===== config.mk =====
export PLATFORM = sky130hd
export DESIGN_NAME = label_packer
export DESIGN_NICKNAME = d
export VERILOG_FILES = /design/src/rtl/label_packer.sv
export SDC_FILE = /design/constraint.sdc
export NUM_CORES = 1
export LEC_CHECK = 0
export CAP_MARGIN = 30
export CORE_MARGIN = 2
export CORE_UTILIZATION = 58
export DETAILED_ROUTE_END_ITERATION = 6
export GPL_TIMING_DRIVEN = 1
export PLACE_DENSITY_LB_ADDON = 0.1
export SLEW_MARGIN = 20
export SYNTH_ARGS = -nofsm -noshare
export SYNTH_HDL_FRONTEND = slang
export SYNTH_SLANG_ARGS = --single-unit

===== constraint.sdc =====
create_clock -name clk -period 3.3 [get_ports clk]
set_clock_uncertainty 0.1 [all_clocks]
set_input_delay 0.825 -clock clk [delete_from_list [all_inputs] [get_ports clk]]
set_output_delay 0.825 -clock clk [all_outputs]
set_load 0.1 [all_outputs]

===== src/rtl/label_packer.sv =====
// Packs a 32x32 label image read from SRAM into 128 binary bytes and gathers per-label areas.
// Latency: pack_valid 9 cycles after FETCH entry; 10 cycles per byte when pack_ready stays high.
// Backpressure: pack_ready low holds the byte and freezes the SRAM address indefinitely.
module label_packer #(
    parameter int NUM_PIX = 1024,
    parameter int LBL_W   = 3
) (
    input  logic             clk,
    input  logic             reset,
    input  logic             start,
    output logic [9:0]       sram_a,
    output logic             sram_wen,
    input  logic [7:0]       sram_q,
    output logic [7:0]       pack_data,
    output logic [6:0]       pack_addr,
    output logic             pack_valid,
    input  logic             pack_ready,
    input  logic [LBL_W-1:0] area_sel,
    output logic [10:0]      area_out,
    output logic [LBL_W-1:0] max_label,
    output logic             err,
    output logic             done
);

    localparam int NBYTES  = NUM_PIX / 8;
    localparam int MAX_LBL = (1 << LBL_W) - 1;

    localparam logic [1:0] S_IDLE  = 2'd0;
    localparam logic [1:0] S_FETCH = 2'd1;
    localparam logic [1:0] S_EMIT  = 2'd2;
    localparam logic [1:0] S_DONE  = 2'd3;

    logic [1:0]  state;
    logic [3:0]  cnt;
    logic [6:0]  sh;
    logic [10:0] area [1:MAX_LBL];

    logic             pix;
    logic             big;
    logic [LBL_W-1:0] lbl;
    logic             last_byte;

    assign sram_wen  = 1'b1;
    assign pix       = (sram_q != 8'd0);
    assign big       = (sram_q > 8'(MAX_LBL));
    assign lbl       = sram_q[LBL_W-1:0];
    assign last_byte = (pack_addr == 7'(NBYTES - 1));

    always_comb begin
        area_out = '0;
        if (area_sel != '0)
            area_out = area[area_sel];
    end

    always_ff @(posedge clk or negedge reset) begin
        if (!reset) begin
            state      <= S_IDLE;
            cnt        <= '0;
            sh         <= '0;
            sram_a     <= '0;
            pack_data  <= '0;
            pack_addr  <= '0;
            pack_valid <= 1'b0;
            max_label  <= '0;
            err        <= 1'b0;
            done       <= 1'b0;
            for (int i = 1; i <= MAX_LBL; i++)
                area[i] <= '0;
        end else begin
            case (state)
                S_IDLE, S_DONE: begin
                    if (start) begin
                        state     <= S_FETCH;
                        cnt       <= '0;
                        sram_a    <= '0;
                        pack_addr <= '0;
                        max_label <= '0;
                        err       <= 1'b0;
                        done      <= 1'b0;
                        for (int i = 1; i <= MAX_LBL; i++)
                            area[i] <= '0;
                    end
                end
                S_FETCH: begin
                    // Address i is issued at cnt=i; its data is captured at cnt=i+1.
                    if (cnt < 4'd7)
                        sram_a <= sram_a + 10'd1;
                    if (cnt != 4'd0) begin
                        sh <= {sh[5:0], pix};
                        if (big) begin
                            err <= 1'b1;
                        end else if (pix) begin
                            area[lbl] <= area[lbl] + 11'd1;
                            if (lbl > max_label)
                                max_label <= lbl;
                        end
                    end
                    if (cnt == 4'd8) begin
                        pack_data  <= {sh, pix};
                        pack_valid <= 1'b1;
                        state      <= S_EMIT;
                        cnt        <= '0;
                    end else begin
                        cnt <= cnt + 4'd1;
                    end
                end
                S_EMIT: begin
                    if (pack_ready) begin
                        pack_valid <= 1'b0;
                        if (last_byte) begin
                            state <= S_DONE;
                            done  <= 1'b1;
                        end else begin
                            pack_addr <= pack_addr + 7'd1;
                            sram_a    <= sram_a + 10'd1;
                            state     <= S_FETCH;
                        end
                    end
                end
                default: state <= S_IDLE;
            endcase
        end
    end

endmodule


== Yosys cells after proc, flatten, opt, wreduce, memory -nomap -nowiden ==
Index checks and enable logic that the tools add are counted.
Word-level totals
  bits in registers: 121
  input bits: 15
  output and inout bits: 43
  logic and storage cells: 113
Cells by class
  add/sub/neg operators: 4
  $lt $le $gt $ge: 6
  equality and inequality tests: 16
  mux-type cells: 48
  bitwise gates (word level): 2
  reductions and logical operators: 20
Operator list (number)
  $mux 77: 4
  $pmux 77 s2: 1
  $bwmux 77: 1
  $bmux 11 s3: 2
  $mux 11: 6
  $mux 10: 4
  $demux 11 s3: 1
  $pmux 10 s3: 1
  $ne 2x2->1 const B: 11
  $mux 7: 3
  $reduce_and 4->1: 4
  $mux 3: 5
  $pmux 7 s2: 1
  $add 11x1->11 const B: 1
  $add 10x1->10 const B: 1
  $ge 4x4->1 const B: 2
  $gt 8x3->1 const B: 1
  $mux 2: 4
  $mux 4: 2
  $not 3->4: 2
  $pmux 4 s2: 1
  $reduce_bool 8->1: 1
  $add 7x1->7 const B: 1
  $eq 7x7->1 const B: 1
  21 further kinds: 35

== Longest topological paths before layout ==
  depth after elaboration: 10
  gate-level depth with buffers: 11
  gate-level depth less buffers: 9

== Worst setup path after synthesis ==
OpenSTA, ideal clock, no wires.
  path type: input -> output
  from: in area_sel[0]
  to: out area_out[1]
  arrival: 3.267 ns
  required time: 2.375 ns
  slack: -0.892 ns
  stages on the path: 5
  path buffers: 3
  cells stage by stage: clkbuf_1 buf_2 clkbuf_1 a221oi_1 a21oi_1
On the way
  word-level cells in the longest chain between the ends: 5
  elaborated cells on any way between the ends: 6
  those cells by class: mux (4); bitwise (1); reduce/logical (1)
RTL lines
  from (decl): line 18  | input logic [LBL_W-1:0] area_sel,
  $not 3->4 (not written as such): line 52  | area_out = area[area_sel];
  $bmux 11 s3: line 52
  $mux 11 (not written as such) (2 in a row): line 52
  $mux 11 *: line 51  | if (area_sel != '0)
  to (decl): line 19  | output logic [10:0] area_out,
Mark *: on every way between the ends. The rest lies on a longest branch, timed or not. The select of a mux whose other input is x is not followed.

== Worst setup path in the final report ==
  from: in area_sel[1]
  to: out area_out[10]
Same word-level chain as after synthesis.

==> metrics.md <==
| Metric | Value |
|---|---|
| Outcome | `finished clean` |
| Syn Inst Count | `675` |
| TritonCTS Buffers | `17` |
| M1 WL | `around 7200 um` |
| Power Density | `692 nW/um^2` |
| CTS tree | `built` |
| Commonest non-fill, non-tap cell in the layout | `dfrtp_1` |
| Clk slew on worst S/H paths | `50 ps` |
| Die span in x | `around 110 um` |
| Count of flip-flops with a built-in enable after synthesis | `0` |
| Via count | `5886` |
| Drt drc | `0` |
| Final GP Congestion | `between 0.9 and 1` |
| Initial antenna violation count | `0` |
| Final WL | `~19000 um` |
| Row count | `38` |
| Peak supply drop | `slightly above 0.8 mV` |
| Initial drt markers | `about 430` |
| RSZ-0062 raised after global routing | `no` |
| Layout area overhead | `28.7%` |
| Clk sinks | `between 100 and 150` |
| Final Util | `roughly 77%` |
| Port bufs | `56` |
| Post-Syn Area | `~6600 um^2` |
| Core area | `around 11000 um^2` |
| Dpl hpwl | `between 10000 and 15000 um` |
| Fin. max-slew vios | `0` |
| Worst path most repeated cell | `buf_4` |
| Worst EP arrival | `between 2000 and 2500 ps` |
| Post-synth top area cell | `dfrtp_1` |
| Synth Net Count | `701` |
| Area fraction of the dominant cell type after synthesis | `between 40% and 50%` |
| Critical path cell sequence | `clkdlybuf4s15_2, bufbuf_16, buf_4, buf_4, mux4_2, inv_1, a21oi_2, buf_12` |
| Clk_lat worst skew | `roughly 430 ps` |
| Min cycle time layout | `about 3300 ps` |
| WL met3 | `about 1900 um` |
| Worst hold path class | `input pin to async pin` |
| P_leak | `around 3.8 nW` |
| Io pins | `between 50 and 60` |
| Syn avg cell area | `~10 um^2` |
| DIE AREA | `between 10000 and 15000 um^2` |
| Pin count of the biggest net entering global routing | `53` |
| Fmax | `around 0.3 GHz` |
| DR WL met2 | `a little over 9000 um` |
| Hold Buf Count CTS | `0` |
| Synth top area cells | `dfrtp_1, o21ai_0, mux2_2` |
| Root buf cell | `clkbuf_16` |
| First-pass GRT wire length | `between 30000 and 40000 um` |
| Vias/cell | `roughly 6.3` |
| Setup violators final | `0` |
| Ys Warns | `0` |
| Crit-path max cell delay | `approximately 300 ps` |
| Slew headroom | `53.5%` |
| CP required | `~2400 ps` |
| CTS H-tree depth | `4` |
| Worst Max-Slew Pin Slew | `~690 ps` |
| Final net count | `about 800` |
| Netlist cell types | `55` |
| Crit path launch type | `input pin` |
| Ant. Diodes | `0` |
| Worst Setup End Kind | `output pin` |
| Post-synth top flop | `dfrtp_1` |
| All-Layer GR Usage | `between 30% and 40%` |
| Bufs on Longest Clock Path | `2` |
| Slowest CP cell | `bufbuf_16` |
| Async S/R FF share, synth | `100%` |
| ANT nets after route | `0` |
| First-pass DRT Iterations | `6` |
| GR Overflow Total | `0` |
| Die H | `111 um` |
| Most frequent cells in the layout | `dfrtp_1, o21ai_0, buf_4, nand2_1, nand3_1` |
| Fin crit share | `about 100%` |
| Routed length per instance | `20.3 um` |
| Setup WS post-layout | `about 24 ps` |
| Setup CP Type | `input pin to output pin` |
| Vias in the first global route | `between 5000 and 6000` |
| Max_cap viols | `0` |
| CP Max Fanout | `6` |
| Initial Utilization | `around 60%` |
| Max layer used | `met4` |
| Seq/Total Area, Yosys | `between 40% and 50%` |
| Total power | `5.88 mW` |
| #FFs+latches synth | `between 100 and 150` |
| Final hold vios | `0` |
| Dpl ws | `-444 ps` |
| Layout cells sized above 1 | `28.0%` |
flip-flops by register name, indices dropped and copies added, names as in the netlist:
name,flops
max_label,3
pack_addr,7
area,77
state,2
done,1
pack_data,8
err,1
pack_valid,1
cnt,4
sram_a,10
sh,7
synth_stat cells, drive strengths merged, types with 2 or more instances:
cell	number
a21o	6
a21oi	31
a221oi	19
a22o	4
a31oi	3
and2	3
and3	4
buf	14
clkbuf	27
dfrtp	121
ha	11
inv	27
mux2	31
mux2i	17
mux4	14
nand2	83
nand2b	6
nand3	44
nand3b	5
nand4	7
nor2	26
nor2b	8
nor3	12
o211ai	3
o21ai	107
o22ai	2
o31ai	6
o32ai	2
or2	3
xnor2	6
xor2	7
critical path: cells and delay by family:
kind	cells	cell delay, ps
multiplexers	1	220
AO/OA/AOI/OAI	1	200
buffers and inverters	6	1100
what timing repair did:
item                                    CTS  global route
cloned                                    1             0
pin swaps                                 0             0
gates resized for setup                  13             2
buffers inserted                          1             0
endpoints found under the setup margin   11             2
power breakdown:
group | switching [mW] | internal [mW] | total (mW)
registers | 0.148 | 1.65 | 1.80
logic | 1.59 | 0.604 | 2.19
clock network | 0.702 | 1.19 | 1.89
total | 2.44 | 3.44 | 5.88
logic make-up after synthesis:
group           count (synthesis)  share of synthesized area [%]
compound gates                191                           17.5
xor+xnor                       13                           2.29
fa+ha+maj                      11                           2.09
buf+inv                        69                           4.70
flops                         121                           45.9
mux                            62                           12.6
other cells                     1                         0.0568
simple gates                  207                           14.8
layout make-up:
cell class | instances | area, um^2
Multi-Input combinational cell | 485 | 3410
Sequential cell | 121 | 3030
Fill cell | 751 | 2490
Timing Repair Buffer | 122 | 1170
Clock buffer | 17 | 425
Clock inverter | 15 | 178
Tap cell | 140 | 175
Inverter | 28 | 105
final timing paths:
check                      slack [ps]  cells after the start            to        start
setup / recovery                   20                      8  area_out[10]  area_sel[1]
hold reg to reg                   400                      2      area[51]     area[51]
min in group clk                  400                      2      area[51]     area[51]
max in group asynchronous        2020                      2  max_label[1]        reset
hold / removal                    310                      1      area[55]        reset
setup reg to reg                  630                      7       area[1]     state[0]
per-layer routing:
layer / vias to the layer above / GRT usage [%]
met4: 0 / 13.4
met2: 315 / 51.6
met5: - / 0
met1: 2870 / 40.3
li1: 2644 / -
met3: 57 / 9.08
per-stage QoR:
stage	std cells	TNS, ps	instance area, um^2	hold WS [ps]
after global placement	894	-3700	7790	369
after global routing	928	0	8490	357
after floorplan	675	-203	6710	360
after CTS	928	0	8480	335
after detailed placement	894	-6010	7790	390
final	928	0	8490	315
No activity file was read; power rests on OpenSTA's default activity.
